`config.mk`:
```
export PLATFORM = sky130hd
export DESIGN_NAME = icache_l2_refill_responder
export DESIGN_NICKNAME = d
export VERILOG_FILES = /design/src/rtl/icache_l2_refill_responder.sv
export SDC_FILE = /design/constraint.sdc
export NUM_CORES = 1
export LEC_CHECK = 0
export CAP_MARGIN = 20
export CORE_AREA = 2 2 146 176
export DETAILED_ROUTE_END_ITERATION = 6
export DIE_AREA = 0 0 148 178
export PLACE_DENSITY_LB_ADDON = 0.3
export SKIP_CTS_REPAIR_TIMING = 1
export SYNTH_ARGS = -nofsm -noshare
export SYNTH_HDL_FRONTEND = slang
export SYNTH_SLANG_ARGS = --single-unit
```
`constraint.sdc`:
```
create_clock -name clk -period 4.6 [get_ports clk]
set_input_delay 0.92 -clock clk [delete_from_list [all_inputs] [get_ports clk]]
set_output_delay 0.92 -clock clk [all_outputs]
set_load 0.02 [all_outputs]
```
`src/rtl/icache_l2_refill_responder.sv`:
```
// L2-side refill responder: one outstanding Icache miss, line-aligned memory read, BEATS-beat line assembly.
// Optional last-line buffer enabled by defining L2_REFILL_LINEBUF_EN.
module icache_l2_refill_responder #(
  parameter int PA_W   = 34,
  parameter int LINE_W = 256,
  parameter int BEAT_W = 64
) (
  input  logic              clk,
  input  logic              rst,
  input  logic              i_miss_valid,
  output logic              o_miss_ready,
  input  logic [PA_W-1:0]   i_miss_addr_34,
  output logic              o_mem_req_valid,
  input  logic              i_mem_req_ready,
  output logic [PA_W-1:0]   o_mem_req_addr_34,
  input  logic              i_mem_rvalid,
  input  logic [BEAT_W-1:0] i_mem_rdata,
  input  logic              i_mem_rlast,
  input  logic              i_mem_rerr,
  output logic              o_refill_valid,
  input  logic              i_refill_ready,
  output logic [LINE_W-1:0] o_refill_line_32B,
  output logic              o_refill_err,
  output logic              o_busy
);
  localparam int BEATS = LINE_W / BEAT_W;
  localparam int OFF   = $clog2(LINE_W / 8);
  localparam int CNT_W = $clog2(BEATS) + 1;
  localparam int TAG_W = PA_W - OFF;

  typedef enum logic [1:0] {S_IDLE, S_REQ, S_BEAT, S_RESP} state_e;

  state_e            state_q, state_d;
  logic [PA_W-1:0]   addr_q, addr_d;
  logic [LINE_W-1:0] line_q, line_d;
  logic              err_q, err_d;
  logic [CNT_W-1:0]  beat_cnt_q, beat_cnt_d;
  logic              hit;

`ifdef L2_REFILL_LINEBUF_EN
  logic              lb_valid_q;
  logic [TAG_W-1:0]  lb_tag_q;
  logic [LINE_W-1:0] lb_line_q;

  assign hit = lb_valid_q && (lb_tag_q == i_miss_addr_34[PA_W-1:OFF]);

  // Only clean refills are remembered; any erroneous completion drops the entry.
  always_ff @(posedge clk) begin
    if (rst) begin
      lb_valid_q <= 1'b0;
      lb_tag_q   <= '0;
      lb_line_q  <= '0;
    end else if (state_q == S_RESP && i_refill_ready) begin
      lb_valid_q <= ~err_q;
      if (!err_q) begin
        lb_tag_q  <= addr_q[PA_W-1:OFF];
        lb_line_q <= line_q;
      end
    end
  end
`else
  assign hit = 1'b0;
`endif

  assign o_miss_ready      = (state_q == S_IDLE);
  assign o_mem_req_valid   = (state_q == S_REQ);
  assign o_refill_valid    = (state_q == S_RESP);
  assign o_busy            = (state_q != S_IDLE);
  assign o_mem_req_addr_34 = addr_q;
  assign o_refill_line_32B = line_q;
  assign o_refill_err      = err_q;

  always_comb begin
    state_d    = state_q;
    addr_d     = addr_q;
    line_d     = line_q;
    err_d      = err_q;
    beat_cnt_d = beat_cnt_q;
    case (state_q)
      S_IDLE: begin
        if (i_miss_valid) begin
          addr_d  = {i_miss_addr_34[PA_W-1:OFF], {OFF{1'b0}}};
          state_d = S_REQ;
`ifdef L2_REFILL_LINEBUF_EN
          if (hit) begin
            line_d  = lb_line_q;
            err_d   = 1'b0;
            state_d = S_RESP;
          end
`endif
        end
      end
      S_REQ: begin
        if (i_mem_req_ready) begin
          line_d     = '0;
          err_d      = 1'b0;
          beat_cnt_d = '0;
          state_d    = S_BEAT;
        end
      end
      S_BEAT: begin
        if (i_mem_rvalid) begin
          for (int b = 0; b < BEATS; b++)
            if (beat_cnt_q == CNT_W'(b)) line_d[b*BEAT_W +: BEAT_W] = i_mem_rdata;
          beat_cnt_d = beat_cnt_q + 1'b1;
          err_d      = err_q | i_mem_rerr;
          // rlast must coincide with the final beat; early or missing rlast flags the line.
          if (beat_cnt_q == CNT_W'(BEATS - 1)) begin
            err_d   = err_d | ~i_mem_rlast;
            state_d = S_RESP;
          end else begin
            err_d = err_d | i_mem_rlast;
          end
        end
      end
      S_RESP: begin
        if (i_refill_ready) state_d = S_IDLE;
      end
      default: state_d = S_IDLE;
    endcase
  end

  always_ff @(posedge clk) begin
    if (rst) begin
      state_q    <= S_IDLE;
      addr_q     <= '0;
      line_q     <= '0;
      err_q      <= 1'b0;
      beat_cnt_q <= '0;
    end else begin
      state_q    <= state_d;
      addr_q     <= addr_d;
      line_q     <= line_d;
      err_q      <= err_d;
      beat_cnt_q <= beat_cnt_d;
    end
  end

  logic unused_hit;
  assign unused_hit = hit;
endmodule
```
==> metrics.csv, run 1 <==
stage;metric;value;unit
place;PortBufs;390;
clocking;CTS root buffer;clkbuf_16;
cells_and_area;area of the multi-input gates;5490;µm²
timing;Final Hold Viols;0;
critical_path;Worst EP required;3.68;ns
synthesis;Synth area leader;dfxtp_1;
critical_path;Setup crit start;state_q[1]$_SDFFE_PP0P_;
worst_hold_path;Tightest Hold Check Type;flip-flop to flip-flop;
synthesis;top cells by area, synth;dfxtp_1, mux2i_1, nand2b_1;
global_route;largest net degree at the start of global routing;147;
power;peak supply drop;0.000420;V
routing;DRT iter0 DRCs;523;
worst_hold_path;worst hold start;o_mem_req_addr_34[29]$_SDFFE_PP0P_;
synthesis;top-count cell post-synth;dfxtp_1;
global_route;initial antenna violation count;2;
routing;Routed WL;36.0;mm
synthesis;top cell type's share of synthesized area;49.0;%
global_route;global-route wire length before repair;55.4;mm
synthesis;synthesized area per cell;9.96;µm²
synthesis;most frequent cells after synthesis;dfxtp_1, nand2b_1, mux2i_1;
timing;f_max;330;MHz
synthesis;main flop type after synthesis;dfxtp_1;
clocking;# clock sinks;291;
timing;worst-margin pin slew;1.00;ns
routing;routed vias;10000;
synthesis;Cell variety after synth;29;
synthesis;Post-Syn Area;11900;µm²
critical_path;CP Launch Type;flip-flop;
clocking;CTS tree;yes;
die;core footprint;24600;µm²
global_route;GR Overflow Total;0;
timing;Final Skew;0.0100;ns
timing;Worst Hold Slack;0.452;ns
clocking;Clock Tree Buf Depth;3;
cells_and_area;layout cells sized above 1;4.62;%
die;die span in y;178;µm
die;Die Span X;148;µm
critical_path;Critical Path Fanout Max;5;
die;Die Footprint;26300;µm²
routing;final routed DRC violation total;0;
timing;Slew HR;33.0;%
die;initial core utilization;48.3;%
timing;setup_tns;0;ns
power;PD cells;505;nW/µm²
place;routability congestion estimate;0.816;
global_route;Tot GR Track Use;26.2;%
routing;Pre-antenna DRT Iters;5;
critical_path;Setup crit end kind;primary output;
routing;Routed Antenna Nets;0;
clocking;# H-tree levels;1;
routing;DR WL/cell;19.3;µm
cells_and_area;Reg area;5830;µm²
die;IO Count;401;
flow_run;# Max-Cap Violations;0;
global_route;vias in the first global route;10100;
timing;Final Max Slew Viols;0;
clocking;Worst-Skew Late Latency;0.53;ns
timing;final setup violation count;0;
synthesis;Yosys reg bits;291;
place;HPWL Detailed;23.6;mm
synthesis;sequential-to-total area share from yosys stat;49.0;%
critical_path;crit path DAT;2.11;ns
cells_and_area;Final Net Count;1632;
die;row cnt;63;
timing;minimum clock period;3.03;ns
routing;vias per cell;5.38;
clocking;clock buffer count from CTS;29;
status;status;completed;
timing;RSZ-0062 raised after global routing;false;
critical_path;RR Startpoint;state_q[0]$_SDFFE_PP0P_;
power;Static Leak;6.69;nW
cells_and_area;Fill cells;1956;
critical_path;Worst Path Class, Setup;flip-flop to primary output;
synthesis;Async S/R FF share, synth;0;%
synthesis;Mapped Cells;1194;
synthesis;number of synthesized flops with an enable pin;0;
synthesis;Synthesis Warnings;0;
clocking;Reg clk slew, reported paths;0.07;ns
timing;period utilization;66.0;%
cells_and_area;area growth from synthesis to layout;41.6;%
## routing by layer
metal  wire length (µm)  global-route usage (%)  vias up
met3               2880                    7.03       77
met1              13700                    29.7     4834
met4               1430                    10.8        0
li1                   -                       -     4745
met5                  0                       0        -
met2              17900                    46.6      392
## state kept, by name, indices dropped and copies added, names as in the netlist
register           cells
state_q                2
o_mem_req_addr_34     29
o_refill_err           1
beat_cnt_q             3
o_refill_line_32B    256
## metrics by stage
step / setup slack (ns) / total power [W] / cells / instance area, µm² / utilization (%)
floorplan: 2.55 / 0.00504 / 1198 / 11900 / -
global placement: 1.29 / 0.00610 / 1811 / 15800 / 64.4
detailed placement: 1.24 / 0.00614 / 1811 / 15800 / 64.4
CTS: 1.52 / 0.00857 / 1863 / 16800 / 68.4
global route: 1.47 / 0.00886 / 1865 / 16800 / 68.4
finish: 1.57 / 0.00851 / 1866 / 16800 / 68.4
## where the power goes
part | switching, W | total [W] | internal [W] | leakage (nW)
logic | 0.00191 | 0.00317 | 0.00125 | 3.85
registers | 0.000134 | 0.00291 | 0.00277 | 2.35
clock network | 0.000982 | 0.00243 | 0.00145 | 0.486
## path summary, 6_finish.rpt
path                                         to  slack, ns  cells after the start
min          o_mem_req_addr_34[29]$_SDFFE_PP0P_       0.45                      2
max                             o_mem_req_valid       1.57                      3
min reg2reg  o_mem_req_addr_34[29]$_SDFFE_PP0P_       0.45                      2
max reg2reg  o_refill_line_32B[71]$_SDFFE_PP0P_       1.73                      6
## layout make-up
| type | instances | share of cell area [%] |
|---|---|---|
| Multi-Input combinational cell | 782 | 32.6 |
| Antenna cell | 3 | 0.0446 |
| Clock buffer | 41 | 5.06 |
| Tap cell | 325 | 2.42 |
| Timing Repair Buffer | 404 | 24.2 |
| Clock inverter | 11 | 0.803 |
| Sequential cell | 291 | 34.6 |
| Inverter | 9 | 0.201 |
## cell usage in the layout (no fill, tap or decap), types with 4 or more instances in the layout
cell type        instances
nand2_1                 59
clkinv_2                 6
inv_1                    9
mux2i_1                194
clkbuf_16               29
nand4_1                 64
clkdlybuf4s50_1        389
nand3b_1                70
a21oi_1                 94
o21ai_0                 66
nand2b_1               199
buf_4                    9
conb_1                   5
buf_12                   5
clkbuf_8                 9
ha_1                     8
clkbuf_1                 4
dfxtp_1                291
## critical path: stages, from the launching register on
cell and delay (ns):
dfxtp_1 0.36, inv_1 0.09, ha_1 0.33, clkdlybuf4s50_1 0.79
## cells by family (layout without fill, tap and decap cells)
logic type	Yosys count	after routing	share of synthesized area [%]
adders and majority gates	9	9	0.947
AOI/OAI and AO/OA	174	174	7.67
buffers and inverters	125	465	5.35
xor gates and xnor gates	1	1	0.0737
muxes	195	195	16.5
and+or+nand+nor	398	398	20.5
other	1	8	0.0315
DFF	291	291	49.0
No activity file was read; power rests on OpenSTA's default activity.
==> inputs of run 2 (changes only) <==
--- a/config.mk
+++ b/config.mk
@@ -6,9 +6,9 @@
 export NUM_CORES = 1
 export LEC_CHECK = 0
 export CAP_MARGIN = 20
-export CORE_AREA = 2 2 146 176
+export CORE_AREA = 2 2 159 192
 export DETAILED_ROUTE_END_ITERATION = 6
-export DIE_AREA = 0 0 148 178
+export DIE_AREA = 0 0 161 194
 export PLACE_DENSITY_LB_ADDON = 0.3
 export SKIP_CTS_REPAIR_TIMING = 1
 export SYNTH_ARGS = -nofsm -noshare
==> constraint.sdc (replaced) <==
create_clock -name clk -period 2.5 [get_ports clk]
set_input_delay 0.5 -clock clk [delete_from_list [all_inputs] [get_ports clk]]
set_output_delay 0.5 -clock clk [all_outputs]
set_load 0.02 [all_outputs]
==> run 2 against run 1 <==
Register-to-register slack worse by 1.5 ns. Final area is 1.9% higher. Cell count is 4.2% higher. Die area is 19% higher. Via count is 0.42% lower.
==> metrics.csv, run 2 (synthesis gave the netlist of run 1 again) <==
stage;metric;value;unit
timing;Final Max Slew Viols;0;
cells_and_area;Fill cells;2527;
cells_and_area;post-route cell area;17200;µm²
die;die span in y;194;µm
global_route;initial antenna violation count;2;
die;Die Footprint;31200;µm²
critical_path;crit-path max cell delay;0.67;ns
worst_hold_path;Tightest Hold Check Type;input port to flip-flop;
flow_run;# Max-Cap Violations;0;
die;row cnt;69;
timing;Slew HR;59.3;%
global_route;GR Overflow Total;0;
routing;routed vias;10000;
timing;Final Skew;0.0149;ns
die;IO Count;401;
critical_path;crit-path cells;ha_1 > clkdlybuf4s50_1;
cells_and_area;most common cell after layout, fill and taps aside;clkdlybuf4s50_1;
timing;final setup violation count;0;
cells_and_area;Final Net Count;1646;
timing;worst-margin pin slew;0.611;ns
place;routability congestion estimate;0.792;
clocking;Reg clk slew, reported paths;0.06;ns
critical_path;Critical Path Fanout Max;4;
critical_path;Worst Path Class, Setup;flip-flop to primary output;
die;Die Span X;161;µm
cells_and_area;most frequent cells in the layout;clkdlybuf4s50_1, dfxtp_1, nand2b_1, mux2i_1, a21oi_1;
routing;final routed DRC violation total;0;
critical_path;Worst path slowest cell;clkdlybuf4s50_1;
clocking;CTS root buffer;clkbuf_16;
clocking;Worst-Skew Late Latency;0.56;ns
clocking;CTS tree;yes;
clocking;# H-tree levels;1;
cells_and_area;Largest register FFs;256;
cells_and_area;layout cells sized above 1;5.09;%
place;PortBufs;390;
power;peak supply drop;0.000678;V
die;core footprint;29400;µm²
place;total placed cells including tap cells;1890;
timing;period utilization;93.6;%
place;Placed Area;16100;µm²
critical_path;Setup crit end kind;primary output;
power;Static Leak;6.84;nW
global_route;global-route wire length before repair;56.8;mm
place;HPWL Detailed;24.0;mm
routing;DRT iter0 DRCs;500;
routing;Routed Antenna Nets;0;
global_route;vias in the first global route;10100;
timing;Final Hold Viols;0;
timing;RSZ-0062 raised after global routing;false;
routing;Routed WL;36.5;mm
routing;Pre-antenna DRT Iters;4;
global_route;largest net degree at the start of global routing;97;
clocking;Clock Tree Buf Depth;3;
die;initial core utilization;40.5;%
cells_and_area;area growth from synthesis to layout;44.3;%
power;PD cells;938;nW/µm²
routing;DR WL/cell;18.7;µm
cells_and_area;final non-filler cell total;1945;
timing;minimum clock period;2.34;ns
timing;f_max;428;MHz
clocking;clock buffer count from CTS;29;
routing;vias per cell;5.14;
critical_path;CP Launch Type;flip-flop;
timing;Worst Hold Slack;0.400;ns
power;total design power;0.0161;W
cells_and_area;Post-Route Utilization;58.4;%
clocking;# clock sinks;291;
critical_path;Worst EP required;2.00;ns
status;status;completed;
global_route;Tot GR Track Use;22.6;%
critical_path;crit path DAT;1.84;ns
## run 2: cell types whose count changed in the layout (fill, tap and decap cells not counted), sizes merged
cell | previous run | this run
buf | 14 | 28
bufinv | 3 | 5
clkbuf | 42 | 46
clkdlybuf4s50 | 389 | 386
clkinv | 6 | 2
clkinvlp | 2 | 0
diode | 3 | 2
dlymetal6s2s | 0 | 3
inv | 9 | 10
## run 2: layer usage
layer	track usage (%)	up-vias	routed length, µm	share of wire [%]
met5	0	-	0	0
met3	5.50	89	2600	7.1
met4	10.1	0	1610	4.4
met1	26.4	4780	14500	40
li1	-	4774	-	-
met2	39.0	363	17700	49
## run 2: stage by stage
step	TNS (ns)	setup WS [ns]
after floorplan	0	0.573
after global placement	0	0.234
after detailed placement	0	0.167
after CTS	-0.295	-0.147
after global routing	0	0.101
final	0	0.161
## run 2: final cells by class
cell class / count / area, µm² / area share [%]
tap: 390 / 488 / 2.85
clock buffer: 45 / 836 / 4.87
timing repair buffer: 418 / 4300 / 25.1
antenna: 2 / 5.00 / 0.0292
sequential: 291 / 5830 / 34.0
multi-input combinational: 782 / 5490 / 32.0
inverter: 9 / 33.8 / 0.197
clock inverter: 8 / 169 / 0.985
## run 2: where the power goes
part           total, W  internal (W)  switching [W]
logic           0.00611       0.00252        0.00359
clock network   0.00463       0.00280        0.00183
registers       0.00535       0.00510       0.000244
## run 2: worst paths after layout
| check | startpoint | slack [ns] | cells after the start | end |
|---|---|---|---|---|
| max | state_q[1]$_SDFFE_PP0P_ | 0.16 | 2 | o_refill_valid |
| min | rst | 0.40 | 2 | o_refill_line_32B[221]$_SDFFE_PP0P_ |
| max reg2reg | state_q[1]$_SDFFE_PP0P_ | 0.26 | 7 | o_refill_line_32B[240]$_SDFFE_PP0P_ |
| min reg2reg | o_mem_req_addr_34[24]$_SDFFE_PP0P_ | 0.45 | 2 | o_mem_req_addr_34[24]$_SDFFE_PP0P_ |
## run 2: critical path, delay by kind of cell, from the launching register on
kind	cells	cell delay [ns]
DFF	1	0.41
adders and majority gates	1	0.20
buffers and inverters	1	0.67
